### config.mk
export PLATFORM = sky130hd
export DESIGN_NAME = opendap_swd_host
export DESIGN_NICKNAME = d
export VERILOG_FILES = /design/src/rtl/opendap_swd_pkg.sv /design/src/rtl/opendap_swd_clkgen.sv /design/src/rtl/opendap_swd_host.sv
export SDC_FILE = /design/constraint.sdc
export NUM_CORES = 1
export LEC_CHECK = 0
export ABC_CLOCK_PERIOD_IN_PS = 3500
export CAP_MARGIN = 20
export CORE_UTILIZATION = 40
export DETAILED_ROUTE_END_ITERATION = 10
export MAX_ROUTING_LAYER = met4
export PLACE_DENSITY = 0.71
export SLEW_MARGIN = 25
export SYNTH_ARGS = -nofsm -noshare
export SYNTH_HDL_FRONTEND = slang
export SYNTH_SLANG_ARGS = --single-unit
### constraint.sdc
create_clock -name clk -period 3.5 [get_ports clk]
set_clock_uncertainty 0.05 [all_clocks]
set_input_delay 0.7 -clock clk [delete_from_list [all_inputs] [get_ports clk]]
set_output_delay 0.7 -clock clk [all_outputs]
set_load 0.1 [all_outputs]
### src/rtl/opendap_swd_pkg.sv
// OpenDAP SWD host shared definitions.
// ACK codes, command encodings, header framing and FSM states.
package opendap_swd_pkg;

  localparam logic [2:0] ACK_OK    = 3'b001;
  localparam logic [2:0] ACK_WAIT  = 3'b010;
  localparam logic [2:0] ACK_FAULT = 3'b100;

  localparam logic [1:0] OP_XFER = 2'd0;
  localparam logic [1:0] OP_LRST = 2'd1;
  localparam logic [1:0] OP_RAW  = 2'd2;
  localparam logic [1:0] OP_RSVD = 2'd3;

  localparam logic HDR_START = 1'b1;
  localparam logic HDR_STOP  = 1'b0;
  localparam logic HDR_PARK  = 1'b1;

  localparam logic [5:0] LRST_ONES = 6'd50;
  localparam logic [5:0] LRST_LAST = 6'd51;

  typedef enum logic [3:0] {
    S_IDLE,
    S_HDR,
    S_TRN1,
    S_ACK,
    S_RDATA,
    S_TRN2,
    S_WDATA,
    S_RAW,
    S_DONE
  } state_t;

  function automatic logic [7:0] swd_hdr(
    input logic       ap,
    input logic       rnw,
    input logic [1:0] a
  );
    return {HDR_PARK, HDR_STOP,
            ap ^ rnw ^ a[0] ^ a[1],
            a[1], a[0], rnw, ap, HDR_START};
  endfunction

endpackage

### src/rtl/opendap_swd_clkgen.sv
// SWCLK generator: half-period counter with
// fall/rise strobes one cycle ahead of the edge.
module opendap_swd_clkgen #(
  parameter int DIV_W = 8
) (
  input  logic             clk,
  input  logic             rst_n,
  input  logic             start,
  input  logic             run,
  input  logic [DIV_W-1:0] clkdiv,
  output logic             swclk_out,
  output logic             fall_tick,
  output logic             rise_tick
);

  logic [DIV_W-1:0] div_q;
  logic [DIV_W-1:0] cnt;
  logic             wrap;

  assign wrap      = run && (cnt == div_q);
  assign rise_tick = wrap && !swclk_out;
  assign fall_tick = wrap && swclk_out;

  always_ff @(posedge clk or negedge rst_n) begin
    if (!rst_n) begin
      div_q     <= '0;
      cnt       <= '0;
      swclk_out <= 1'b0;
    end else if (start) begin
      div_q     <= clkdiv;
      cnt       <= '0;
      swclk_out <= 1'b0;
    end else if (!run) begin
      cnt       <= '0;
      swclk_out <= 1'b0;
    end else if (wrap) begin
      cnt       <= '0;
      swclk_out <= ~swclk_out;
    end else begin
      cnt <= cnt + 1'b1;
    end
  end

endmodule

### src/rtl/opendap_swd_host.sv
// OpenDAP SWD initiator: serialises line reset, raw
// and DP/AP transfers; returns ACK, rdata, parity.
module opendap_swd_host
  import opendap_swd_pkg::*;
#(
  parameter int DIV_W = 8
) (
  input  logic             clk,
  input  logic             rst_n,
  input  logic [DIV_W-1:0] clkdiv,
  output logic             swclk_out,
  output logic             swdo,
  output logic             swdo_en,
  input  logic             swdi,
  input  logic             cmd_valid,
  output logic             cmd_ready,
  input  logic [1:0]       cmd_op,
  input  logic             cmd_ap_ndp,
  input  logic             cmd_r_nw,
  input  logic [1:0]       cmd_addr,
  input  logic             cmd_no_ack,
  input  logic [31:0]      cmd_wdata,
  input  logic [4:0]       cmd_len,
  output logic             rsp_valid,
  output logic [2:0]       rsp_ack,
  output logic [31:0]      rsp_rdata,
  output logic             rsp_parity_err
);

  state_t      state, state_d;
  logic [5:0]  bitcnt, bitcnt_d, bit_inc;
  logic [32:0] sr, sr_d;
  logic [2:0]  ack_q, ack_d;
  logic        ok_q, ok_d;
  logic        swdo_d, swdo_en_d;
  logic [1:0]  op_q;
  logic        rnw_q, no_ack_q;
  logic [31:0] wdata_q;
  logic [4:0]  len_q;
  logic        accept, run, lr;
  logic        fall_tick, rise_tick;
  logic [5:0]  raw_last;

  assign cmd_ready = (state == S_IDLE);
  assign rsp_valid = (state == S_DONE);
  assign accept    = cmd_valid && cmd_ready;
  assign run       = !(state inside {S_IDLE, S_DONE});
  assign lr        = (op_q == OP_LRST);
  assign bit_inc   = bitcnt + 6'd1;
  assign raw_last  = lr ? LRST_LAST : {1'b0, len_q};

  opendap_swd_clkgen #(.DIV_W(DIV_W)) u_clkgen (
    .clk       (clk),
    .rst_n     (rst_n),
    .start     (accept),
    .run       (run),
    .clkdiv    (clkdiv),
    .swclk_out (swclk_out),
    .fall_tick (fall_tick),
    .rise_tick (rise_tick)
  );

  always_comb begin
    state_d   = state;
    bitcnt_d  = bitcnt;
    sr_d      = sr;
    ack_d     = ack_q;
    ok_d      = ok_q;
    swdo_d    = swdo;
    swdo_en_d = swdo_en;
    unique case (state)
      S_IDLE: if (accept) begin
        bitcnt_d  = '0;
        ack_d     = '0;
        ok_d      = 1'b0;
        swdo_en_d = 1'b1;
        unique case (cmd_op)
          OP_XFER: begin
            state_d = S_HDR;
            sr_d    = {25'b0, swd_hdr(cmd_ap_ndp,
                                      cmd_r_nw,
                                      cmd_addr)};
            swdo_d  = HDR_START;
          end
          OP_LRST: begin
            state_d = S_RAW;
            sr_d    = '0;
            swdo_d  = 1'b1;
          end
          default: begin
            state_d = S_RAW;
            sr_d    = {1'b0, cmd_wdata};
            swdo_d  = cmd_wdata[0];
          end
        endcase
      end
      S_HDR: if (fall_tick) begin
        if (bitcnt == 6'd7) begin
          state_d   = S_TRN1;
          bitcnt_d  = '0;
          swdo_d    = 1'b0;
          swdo_en_d = 1'b0;
        end else begin
          bitcnt_d = bit_inc;
          sr_d     = sr >> 1;
          swdo_d   = sr[1];
        end
      end
      S_TRN1: if (fall_tick) begin
        state_d  = S_ACK;
        bitcnt_d = '0;
      end
      S_ACK: begin
        if (rise_tick) ack_d[bitcnt[1:0]] = swdi;
        if (fall_tick) begin
          bitcnt_d = bit_inc;
          if (bitcnt == 6'd2) begin
            // TARGETSEL has no ACK; proceed as if OK
            ok_d     = (ack_q == ACK_OK) || no_ack_q;
            bitcnt_d = '0;
            state_d  = (ok_d && rnw_q) ? S_RDATA : S_TRN2;
          end
        end
      end
      S_RDATA: begin
        if (rise_tick) sr_d = {swdi, sr[32:1]};
        if (fall_tick) begin
          bitcnt_d = bit_inc;
          if (bitcnt == 6'd32) begin
            state_d  = S_TRN2;
            bitcnt_d = '0;
          end
        end
      end
      S_TRN2: if (fall_tick) begin
        bitcnt_d = '0;
        if (ok_q && !rnw_q) begin
          state_d   = S_WDATA;
          sr_d      = {^wdata_q, wdata_q};
          swdo_d    = wdata_q[0];
          swdo_en_d = 1'b1;
        end else begin
          state_d = S_DONE;
          swdo_d  = 1'b0;
        end
      end
      S_WDATA: if (fall_tick) begin
        if (bitcnt == 6'd32) begin
          state_d = S_DONE;
          swdo_d  = 1'b0;
        end else begin
          bitcnt_d = bit_inc;
          sr_d     = sr >> 1;
          swdo_d   = sr[1];
        end
      end
      S_RAW: if (fall_tick) begin
        if (bitcnt == raw_last) begin
          state_d = S_DONE;
          swdo_d  = 1'b0;
        end else begin
          bitcnt_d = bit_inc;
          sr_d     = sr >> 1;
          swdo_d   = lr ? (bit_inc < LRST_ONES)
                        : sr[1];
        end
      end
      S_DONE:  state_d = S_IDLE;
      default: state_d = S_IDLE;
    endcase
  end

  always_ff @(posedge clk or negedge rst_n) begin
    if (!rst_n) begin
      state          <= S_IDLE;
      bitcnt         <= '0;
      sr             <= '0;
      ack_q          <= '0;
      ok_q           <= 1'b0;
      swdo           <= 1'b0;
      swdo_en        <= 1'b0;
      op_q           <= OP_XFER;
      rnw_q          <= 1'b0;
      no_ack_q       <= 1'b0;
      wdata_q        <= '0;
      len_q          <= '0;
      rsp_ack        <= '0;
      rsp_rdata      <= '0;
      rsp_parity_err <= 1'b0;
    end else begin
      state   <= state_d;
      bitcnt  <= bitcnt_d;
      sr      <= sr_d;
      ack_q   <= ack_d;
      ok_q    <= ok_d;
      swdo    <= swdo_d;
      swdo_en <= swdo_en_d;
      if (accept) begin
        op_q     <= cmd_op;
        rnw_q    <= cmd_r_nw;
        no_ack_q <= cmd_no_ack;
        wdata_q  <= cmd_wdata;
        len_q    <= cmd_len;
      end
      if (state_d == S_DONE && state != S_DONE) begin
        rsp_ack        <= '0;
        rsp_parity_err <= 1'b0;
        if (op_q == OP_XFER) begin
          rsp_ack <= ack_q;
          if (rnw_q && ok_q) begin
            rsp_rdata      <= sr[31:0];
            rsp_parity_err <= (^sr[31:0]) ^ sr[32];
          end
        end
      end
    end
  end

endmodule

==> out/metrics.cfg <==
[synthesis]
synthDistinctLibCells = 62
synth_fp_nets = 848
yosysMostFrequentCell = nand2_1
synth_top_area_share_pct = 47.5
synth-edff-count = 0
synth_seq_cells = 143
async_reset_ff_share_pct = 100
post_synth.cell_area_avg_um2 = 9.57
syn_inst = 787
yosysTopAreaCell = dfrtp_1
ys.flop_type = dfrtp_1
yosys_warnings = 0
synth.area.top_cells = dfrtp_1, nand2_1, xnor2_1, mux2_4, a21oi_1
ys_top_cells_by_count = nand2_1, dfrtp_1, xnor2_1, a21oi_1, o21ai_0
ys_seq_area_share_pct = 47.5
syn-cell-area_um2 = 7530

[critical_path]
crit_chain = inv_1 > nor2_1 > nand2_1 > nor3_2 > o21bai_1 > nor2_1 > mux2_2
crit_required_ps = 3760
worst_r2r_startpoint = state[2]
r2r_cells = 7
path_max_fanout = 16
reg2reg_slack_ps = 730
path_common_cell = nor2_1
crit_slowest_cell = dfrtp_1
start_kind = register
worst_ep_arrival_time_ps = 3030
crit_type = register to register
regToRegEndpoint = bitcnt[0]
max_stage_delay_ps = 690
worst_setup_path_end_kind = register

[floorplanning]
core_um2 = 18200
start_util_pct = 41.4
die_w_um = 139
die_h_um = 139
dieArea_um2 = 19400
rows = 49
io_pins = 97

[clock_network]
clock_sinks = 143
htreeDepth = 4
cts_resized = 0
cts_max_path_buffers = 2
cts_tree = done
clk_pin_slew_ps = 60
insertion_delay_ps = 430
holdBufCountCts = 0
clockRootBuffer = clkbuf_16
cts_buffers = 17
post-cts-setup-buffer-count = 0

[pwr]
netSwitchingPower_uw = 807
switching_share_pct = 22.4
p_comb_share_pct = 3.4
powerDensity_nw_per_um2 = 390
p_leak_uw = 0.00445
power_frac_clock_pct = 50.7
vdd_drop_max_mv = 0.340
internal_power_uw = 2790
power_frac_seq_pct = 45.9

[sta]
tightest_slew_ps = 715
finalSetupViolCount = 0
finalCritPeriodShare_pct = 79.2
hold_viol = 0
max_freq_mhz = 361
timing.final.crit_period_ps = 2770
setup_tns_ps = 0
rsz0062_at_grt = no
slew_headroom_pct = 52.2
slew_violations = 0

[outcome]
outcome = finished with violations
violations = design-rule violations

[placement]
gp_congestion = 0.933
io_buffer_count = 96
place_area_um2 = 8640
hpwlAfterDp_mm = 13.4

[route]
met2_wirelength_mm = 8.74
dr_total_vias = 6046
wirelength_mm = 19.7
drc = 5
wl_met3_mm = 1.12
first_pass_iters = 8
top_layer = met4
vias_per_cell = 5.42
wl_met1_mm = 9.28
wl_per_cell_um = 17.6
drt_iter0_drc = 558
antenna_left = 0

[global_routing]
grt_use_total_pct = 21.9
antenna_found_initial = 0
grt_pass1_wl_mm = 31.9
grt.overflow.total = 0
grt_pass1_vias = 5794
grt_max_degree = 75

[final_layout]
area.growth.synth_to_final_pct = 22.7
register_area_um2 = 3580
antenna_cells = 0
multi_input_area_um2 = 3750
n_fill_cell = 1655
layout-drive-gt1-share_pct = 15.8
final_area_um2 = 9240
fin_nets = 934

[hold_path]
hp-class = input pin to asynchronous set/reset pin

[job]
timing.max_cap.violations = 0

## power by group through the flow
| stage | Sequential, uW | Clock [uW] | Combinational [uW] |
|---|---|---|---|
| 4_1_cts | 1650 | 1860 | 124 |
| 3_3_place_gp | 1680 | 0 | 125 |
| 5_1_grt | 1650 | 1930 | 132 |
| 3_5_place_dp | 1680 | 0 | 124 |
| 6_report | 1650 | 1830 | 121 |
| 2_1_floorplan | 1680 | 0 | 6.36 |
## critical path, delay by kind of cell (launching register included)
family / cells / cell delay (ps)
AO/OA/AOI/OAI: 1 / 400
flip-flops: 1 / 690
AND/OR/NAND/NOR: 4 / 930
buffers and inverters: 1 / 290
multiplexers: 1 / 300
## layout make-up
class	count	share of cell area, %
Clock buffer	18	4.75
Clock inverter	14	1.72
Inverter	5	0.203
Multi-Input combinational cell	594	40.6
Sequential cell	143	38.7
Tap cell	229	3.10
Timing Repair Buffer	112	10.9
## registers in the layout, summed over array words and instances, names as in the netlist
| name | cells |
|---|---|
| ack_q | 3 |
| rsp_rdata | 32 |
| sr | 33 |
| ok_q | 1 |
| no_ack_q | 1 |
| rsp_ack | 3 |
| u_clkgen.div_q | 8 |
| state | 4 |
| rnw_q | 1 |
| swdo_en | 1 |
| u_clkgen.cnt | 8 |
| bitcnt | 6 |
| rsp_parity_err | 1 |
| swdo | 1 |
| len_q | 5 |
| wdata_q | 32 |
| op_q | 2 |
| u_clkgen.swclk_out | 1 |
## logic make-up (layout without fill, tap and decap cells)
kind of cell    Yosys count  after routing  share of synthesized area [%]
compound gates          160            160                           13.5
xor+xnor                 87             87                           10.1
fa+ha+maj                 5              5                          0.831
buf+inv                  50            149                           3.06
flops                   143            143                           47.5
mux                      37             37                           6.96
simple gates            305            305                           18.1
## worst max path at each step
| stage | startpoint | slack [ps] | endpoint | cells after the start |
|---|---|---|---|---|
| after floorplan | state[3] | 560 | bitcnt[5] | 7 |
| after CTS | state[2] | 760 | bitcnt[0] | 7 |
| after global routing | state[2] | 410 | bitcnt[0] | 7 |
| after detailed placement | state[2] | 760 | bitcnt[0] | 7 |
| final | state[2] | 730 | bitcnt[0] | 7 |
| after global placement | state[2] | 830 | bitcnt[0] | 7 |
## stage by stage
| step | total power [uW] | setup WS [ps] | hold slack (ps) | utilization [%] | instances |
|---|---|---|---|---|---|
| final | 3600 | 727 | 177 | 50.7 | 1115 |
| after global routing | 3720 | 408 | 211 | 50.7 | 1115 |
| after CTS | 3640 | 757 | 194 | 50.7 | 1115 |
| after detailed placement | 1810 | 761 | 428 | 47.5 | 1083 |
| after global placement | 1810 | 825 | 431 | 47.5 | 1083 |
| after floorplan | 1690 | 556 | 354 | - | 787 |
## cell usage in the layout (no fill, tap or decap), types with 17 or more instances in the layout
cell and n:
xnor2_1 60, a21oi_1 47, mux2_4 29, buf_4 55
dfrtp_1 143, o21ai_0 34, xor2_1 27, a22o_1 26
clkdlybuf4s50_1 54, clkbuf_16 17, nand2_1 207, nor2_1 31
## metal layers
layer,up-vias,track usage [%]
li1,2862,-
met1,2958,31.0
met2,194,30.3
met3,32,4.27
met4,0,9.53
met5,-,-
Note: power is estimated with default switching activity, not from simulation.
